$ cat src/rtl/prog_loader_if.sv
// Stream-input and program-memory-write bundle for the HC4 program loader.
// master = host side (drives the byte stream), slave = loader.
interface prog_loader_if #(
  parameter int ADDR_W = 8
) ();
  logic [7:0]        in_data;
  logic              in_valid;
  logic              in_ready;
  logic              prog_we;
  logic [ADDR_W-1:0] prog_addr;
  logic [15:0]       prog_wdata;
  logic              cpu_hold;
  logic              load_ok;
  logic              load_err;

  modport master (
    output in_data, in_valid,
    input  in_ready, prog_we, prog_addr, prog_wdata, cpu_hold, load_ok, load_err
  );

  modport slave (
    input  in_data, in_valid,
    output in_ready, prog_we, prog_addr, prog_wdata, cpu_hold, load_ok, load_err
  );
endinterface

$ cat src/rtl/prog_loader.sv
// Byte-stream program loader: parses SYNC/LEN/{HI,LO}xN/CSUM frames, writes 16-bit words
// from address 0 while holding the CPU, and reports checksum/length/timeout outcome.
module prog_loader #(
  parameter int         ADDR_W    = 8,
  parameter logic [7:0] SYNC_BYTE = 8'hA5,
  parameter int         TIMEOUT   = 1024
) (
  input  logic         clk,
  input  logic         nReset,
  prog_loader_if.slave bus
);

  localparam int                TMO_W    = $clog2(TIMEOUT + 1);
  localparam logic [TMO_W-1:0]  TMO_LAST = TMO_W'(TIMEOUT - 1);
  localparam logic [31:0]       DEPTH    = 32'd1 << ADDR_W;

  typedef enum logic [2:0] {
    S_IDLE = 3'd0,
    S_LEN  = 3'd1,
    S_HI   = 3'd2,
    S_LO   = 3'd3,
    S_WR   = 3'd4,
    S_CSUM = 3'd5,
    S_ERR  = 3'd6
  } state_t;

  function automatic logic [7:0] csum_add(input logic [7:0] acc, input logic [7:0] b);
    return acc + b;
  endfunction

  state_t            state_r;
  state_t            state_s;
  logic [8:0]        word_cnt_r;
  logic [7:0]        sum_r;
  logic [7:0]        hi_r;
  logic [TMO_W-1:0]  tmo_r;
  logic              in_ready_r;
  logic              prog_we_r;
  logic [ADDR_W-1:0] prog_addr_r;
  logic [15:0]       prog_wdata_r;
  logic              cpu_hold_r;
  logic              load_ok_r;
  logic              load_err_r;

  logic              xfer_s;
  logic [8:0]        len_words_s;
  logic              len_bad_s;
  logic              tmo_hit_s;
  logic              timing_s;
  logic              csum_good_s;
  logic              ok_s;
  logic              err_s;

  assign xfer_s      = bus.in_valid & in_ready_r;
  assign len_words_s = (bus.in_data == 8'd0) ? 9'd256 : {1'b0, bus.in_data};
  assign len_bad_s   = ({23'd0, len_words_s} > DEPTH);
  assign tmo_hit_s   = (tmo_r == TMO_LAST);
  assign timing_s    = (state_r == S_LEN) || (state_r == S_HI) ||
                       (state_r == S_LO)  || (state_r == S_CSUM);
  assign csum_good_s = (csum_add(sum_r, bus.in_data) == 8'd0);

  // Next-state decode and completion pulses
  always_comb begin
    state_s = state_r;
    ok_s    = 1'b0;
    err_s   = 1'b0;
    case (state_r)
      S_IDLE: begin
        if (xfer_s && (bus.in_data == SYNC_BYTE)) state_s = S_LEN;
        else                                      state_s = S_IDLE;
      end
      S_LEN: begin
        if (xfer_s)         state_s = len_bad_s ? S_ERR : S_HI;
        else if (tmo_hit_s) state_s = S_ERR;
        else                state_s = S_LEN;
      end
      S_HI: begin
        if (xfer_s)         state_s = S_LO;
        else if (tmo_hit_s) state_s = S_ERR;
        else                state_s = S_HI;
      end
      S_LO: begin
        if (xfer_s)         state_s = S_WR;
        else if (tmo_hit_s) state_s = S_ERR;
        else                state_s = S_LO;
      end
      S_WR: begin
        if (word_cnt_r == 9'd1) state_s = S_CSUM;
        else                    state_s = S_HI;
      end
      S_CSUM: begin
        if (xfer_s) begin
          state_s = S_IDLE;
          if (csum_good_s) ok_s  = 1'b1;
          else             err_s = 1'b1;
        end else if (tmo_hit_s) begin
          state_s = S_ERR;
        end else begin
          state_s = S_CSUM;
        end
      end
      S_ERR:   state_s = S_IDLE;
      default: state_s = S_IDLE;
    endcase
  end

  // State register and registered control outputs, all derived from the next state
  always_ff @(posedge clk or negedge nReset) begin
    if (!nReset) begin
      state_r    <= S_IDLE;
      in_ready_r <= 1'b0;
      prog_we_r  <= 1'b0;
      cpu_hold_r <= 1'b0;
      load_ok_r  <= 1'b0;
      load_err_r <= 1'b0;
      tmo_r      <= '0;
    end else begin
      state_r    <= state_s;
      in_ready_r <= (state_s != S_WR) && (state_s != S_ERR);
      prog_we_r  <= (state_s == S_WR);
      cpu_hold_r <= (state_s != S_IDLE) && (state_s != S_ERR);
      load_ok_r  <= ok_s;
      load_err_r <= err_s || (state_s == S_ERR);
      tmo_r      <= (timing_s && !xfer_s) ? tmo_r + 1'b1 : '0;
    end
  end

  // Frame datapath: word counter, running checksum, write address and data
  always_ff @(posedge clk or negedge nReset) begin
    if (!nReset) begin
      word_cnt_r   <= 9'd0;
      sum_r        <= 8'd0;
      hi_r         <= 8'd0;
      prog_addr_r  <= '0;
      prog_wdata_r <= 16'd0;
    end else begin
      case (state_r)
        S_LEN: begin
          if (xfer_s) begin
            word_cnt_r  <= len_words_s;
            prog_addr_r <= '0;
            sum_r       <= 8'd0;
          end
        end
        S_HI: begin
          if (xfer_s) begin
            hi_r  <= bus.in_data;
            sum_r <= csum_add(sum_r, bus.in_data);
          end
        end
        S_LO: begin
          if (xfer_s) begin
            sum_r        <= csum_add(sum_r, bus.in_data);
            prog_wdata_r <= {hi_r, bus.in_data};
          end
        end
        // Address wraps naturally only after the last word of a full-depth frame
        S_WR: begin
          prog_addr_r <= prog_addr_r + 1'b1;
          word_cnt_r  <= word_cnt_r - 9'd1;
        end
        default: begin
        end
      endcase
    end
  end

  assign bus.in_ready   = in_ready_r;
  assign bus.prog_we    = prog_we_r;
  assign bus.prog_addr  = prog_addr_r;
  assign bus.prog_wdata = prog_wdata_r;
  assign bus.cpu_hold   = cpu_hold_r;
  assign bus.load_ok    = load_ok_r;
  assign bus.load_err   = load_err_r;

endmodule

$ cat src/flat_wrapper.sv
// flat-port wrapper written by rule: the top's interface ports become plain ports
module prog_loader_flat 
#(
  parameter int         ADDR_W    = 8,
  parameter logic [7:0] SYNC_BYTE = 8'hA5,
  parameter int         TIMEOUT   = 1024
)
  (clk, nReset, bus_in_data, bus_in_valid, bus_in_ready, bus_prog_we, bus_prog_addr, bus_prog_wdata, bus_cpu_hold, bus_load_ok, bus_load_err);
  prog_loader_if #(.ADDR_W(ADDR_W)) bus_i ();
  input  logic clk;
  input  logic nReset;
  input wire logic [$bits(bus_i.in_data)-1:0] bus_in_data;
  input wire logic [$bits(bus_i.in_valid)-1:0] bus_in_valid;
  output wire logic [$bits(bus_i.in_ready)-1:0] bus_in_ready;
  output wire logic [$bits(bus_i.prog_we)-1:0] bus_prog_we;
  output wire logic [$bits(bus_i.prog_addr)-1:0] bus_prog_addr;
  output wire logic [$bits(bus_i.prog_wdata)-1:0] bus_prog_wdata;
  output wire logic [$bits(bus_i.cpu_hold)-1:0] bus_cpu_hold;
  output wire logic [$bits(bus_i.load_ok)-1:0] bus_load_ok;
  output wire logic [$bits(bus_i.load_err)-1:0] bus_load_err;
  assign bus_i.in_data = bus_in_data;
  assign bus_i.in_valid = bus_in_valid;
  assign bus_in_ready = bus_i.in_ready;
  assign bus_prog_we = bus_i.prog_we;
  assign bus_prog_addr = bus_i.prog_addr;
  assign bus_prog_wdata = bus_i.prog_wdata;
  assign bus_cpu_hold = bus_i.cpu_hold;
  assign bus_load_ok = bus_i.load_ok;
  assign bus_load_err = bus_i.load_err;
  prog_loader #(.ADDR_W(ADDR_W), .SYNC_BYTE(SYNC_BYTE), .TIMEOUT(TIMEOUT)) u_core (.clk(clk), .nReset(nReset), .bus(bus_i));
endmodule
$ cat config.mk
export PLATFORM = sky130hd
export DESIGN_NAME = prog_loader_flat
export DESIGN_NICKNAME = d
export VERILOG_FILES = /design/src/rtl/prog_loader_if.sv /design/src/rtl/prog_loader.sv /design/src/flat_wrapper.sv
export SDC_FILE = /design/constraint.sdc
export NUM_CORES = 1
export LEC_CHECK = 0
export BUFFER_PORTS_ARGS = -buffer_cell sky130_fd_sc_hd__buf_2
export CAP_MARGIN = 10
export CORE_AREA = 2 2 99 63
export CTS_BUF_LIST = sky130_fd_sc_hd__clkbuf_8 sky130_fd_sc_hd__clkbuf_16
export DETAILED_ROUTE_END_ITERATION = 8
export DIE_AREA = 0 0 101 65
export PLACE_DENSITY = 0.87
export SYNTH_ARGS = -nofsm -noshare
export SYNTH_HDL_FRONTEND = slang
export SYNTH_SLANG_ARGS = --single-unit
$ cat constraint.sdc
create_clock -name clk -period 3.87 [get_ports clk]
set_input_delay 0.774 -clock clk [delete_from_list [all_inputs] [get_ports clk]]
set_output_delay 0.774 -clock clk [all_outputs]
set_load 0.02 [all_outputs]
==> metrics.md <==
| Metric | Value |
|---|---|
| Status | `finished clean` |
| DP Cell Count | `435` |
| Buf/Inv on CP | `1` |
| # diodes | `0` |
| Overall Global Routing Usage | `0.2588` |
| Root buffer cell | `clkbuf_8` |
| Seq/Total Area, Yosys | `0.4976` |
| Average cell area after synthesis | `10.30 um2` |
| DR iter-0 viols | `186` |
| Hold slack | `0.4297 ns` |
| Via count | `2,773` |
| Ys flop type | `dfrtp_1` |
| Cells after synthesis | `332` |
| Clk buf depth | `2` |
| Die width | `101 um` |
| Syn nets | `355` |
| Crit-path max FO | `6` |
| First-pass GRT wire length | `12,880 um` |
| Drt wl/cell | `17.21 um` |
| Number of global-route vias before repair | `2,619` |
| Yosys cell types | `50` |
| Slowest cell delay on critical path | `0.43 ns` |
| Clock net sink count | `68` |
| Max-slew violation count | `0` |
| CORE AREA | `0.005781 mm2` |
| Ports | `40` |
| Critical Path RT | `4.09 ns` |
| Critical path's top delay family | `compound AO/OA/AOI/OAI gates` |
| Synth warnings | `0` |
| Post-synth EDFFs | `0` |
| RSZ-0062 raised after global routing | `no` |
| Cell mode on critical path | `a211oi_1` |
| Gpl congestion | `0.9656` |
| Inserted Clock Buffers | `9` |
| Vias/cell | `6.176` |
| Syn Std Cell Area | `0.003420 mm2` |
| Largest area contributor in the netlist | `dfrtp_1` |
| Setup violators final | `0` |
| PD cells | `775.3 mW/mm2` |
| Crit path DAT | `2.84 ns` |
| Cell Chain, Critical Path | `buf_2, ha_1, fa_1, a211oi_1, o21ba_2, o221ai_1, a211oi_1, o22ai_1` |
| Async SR Flop Fraction | `1.000` |
| Antenna viol nets, final | `0` |
| TritonRoute pass-1 iters | `4` |
| Synth area leaders | `dfrtp_1, mux2_2, ha_1` |
| Worst path slowest cell | `a211oi_1` |
| Largest net degree at the start of global routing | `41` |
| FMAX | `382.4 MHz` |
| Finished Layout Cells | `449` |
| Total chip power | `2.992 mW` |
| # fillers | `461` |
| Leakage | `1.776 nW` |
| Cts-stage hold buffer count | `0` |
| Share of layout cells above drive strength 1 | `0.2308` |
| Number of port buffers | `39` |
| #FFs+latches synth | `68` |
| Final period util | `0.6758` |
| Nets | `397` |
| Detailed placement HPWL | `5493 um` |
| Multi-input gate area | `0.001640 mm2` |
| Final Critical Period | `2.615 ns` |
| Maxcap violations | `0` |
| Setup Crit Path Kind | `in -> reg` |
| Initial core utilization | `0.5916` |
| Post-synth top area share | `0.4976` |
| H-tree depth | `3` |
| Worst VDD drop | `0.0004701 V` |
| Post-route clock skew | `0.006384 ns` |
| FF/Latch Area | `0.001702 mm2` |
| Area Overhead vs Synth | `12.84%` |
| Slew headroom | `0.5435` |
| Crit end category | `flop` |
| Top cell types by occurrence after synthesis | `dfrtp_1, nor2_1, nand2_1, mux2_2, o21ai_0` |
| Post-CTS Setup Inserts | `0` |
| Worst skew pair latency | `0.35 ns` |
| Worst-margin pin slew | `0.6810 ns` |
| Count leader, synth | `dfrtp_1` |
| Clock Pin Slew Worst Setup and Hold Paths | `0.07 ns` |
| Hold Vio Cnt, Final | `0` |
| R2R setup slack | `1.46 ns` |
| Chip height | `65 um` |
| # DRC | `0` |
| Worst Hold Class | `in -> async` |
| Initial antenna violation count | `0` |
| CTS tree | `yes` |
| Die area | `0.006565 mm2` |
| Row cnt | `22` |
| Final wirelength | `7728 um` |
| GRT overflow | `0` |
| Setup Total Neg Slack | `0 ns` |
| Fin util | `0.6675` |
| Post-CTS resize count | `0` |
| Setup crit start kind | `primary input` |
per-layer routing:
layer / up-vias / share of wire / track usage
li1: 1293 / - / -
met1: 1375 / 0.47 / 0.3520
met2: 96 / 0.46 / 0.3925
met3: 9 / 0.063 / 0.07983
met4: 0 / 0.012 / 0.09459
met5: - / 0 / 0
cell type report:
class	instances	area share
well taps	72	0.02335
clock inverters	5	0.01427
inverters	8	0.007782
clock buffers	9	0.03210
multi-input cells	245	0.4251
flip-flops and latches	68	0.4410
repair buffers	42	0.05642
kinds of logic after synthesis:
kind of cell	synth area share
muxes	0.07903
AOI/OAI and AO/OA	0.1357
and+or+nand+nor	0.1830
buffers and inverters	0.02268
xor gates and xnor gates	0.03586
DFF	0.4976
adders and majority gates	0.04610
sequential cells by signal, indices dropped and copies added (netlist names), 3 cells and up:
signal	count
u_core.tmo_r	11
u_core.word_cnt_r	9
u_core.hi_r	8
u_core.state_r	3
u_core.sum_r	8
u_core.bus.prog_addr	8
u_core.bus.prog_wdata	16
stage by stage:
stage                     worst slack [ns]  area [um2]
after floorplan                      1.325        3420
after global placement               1.019        3680
after detailed placement            0.8938        3680
after CTS                            1.262        3859
after global routing                 1.144        3859
final                                1.255        3859
placed cells by master, fill, tap and decap left out, types with 3 or more instances in the layout:
| cell | instances |
|---|---|
| nand2b_1 | 3 |
| nor2_1 | 35 |
| nor3_1 | 6 |
| xnor2_1 | 7 |
| ha_1 | 11 |
| and3_1 | 7 |
| mux2_2 | 24 |
| a221o_1 | 6 |
| inv_1 | 8 |
| dfrtp_1 | 68 |
| xor2_1 | 7 |
| buf_4 | 3 |
| clkbuf_8 | 9 |
| a21oi_1 | 15 |
| o22ai_1 | 3 |
| nand3_1 | 16 |
| nor4_1 | 6 |
| or3_1 | 3 |
| nand2_1 | 29 |
| a22o_1 | 3 |
| buf_2 | 39 |
| o211ai_1 | 6 |
| nand4_1 | 5 |
| o21ai_0 | 21 |
path summary, 6_finish.rpt:
path | startpoint | cells past startpoint | endpoint
worst max-delay path | bus_in_data[0] | 8 | u_core.bus.load_err
worst min-delay path | nReset | 1 | u_core.bus.cpu_hold
worst max register to register | u_core.sum_r[0] | 7 | u_core.bus.load_err
worst min register to register | u_core.tmo_r[0] | 1 | u_core.tmo_r[0]
max in group asynchronous | nReset | 2 | u_core.sum_r[0]
min in group clk | u_core.tmo_r[0] | 1 | u_core.tmo_r[0]
where the power goes:
| part | total, mW | internal, mW | leakage (nW) | switching (mW) |
|---|---|---|---|---|
| registers | 1.20 | 0.977 | 0.866 | 0.227 |
| logic | 1.23 | 0.515 | 0.822 | 0.719 |
| clock network | 0.554 | 0.288 | 0.0870 | 0.266 |
| total | 2.99 | 1.78 | 1.78 | 1.21 |
Power figures use the tool's default switching activity.
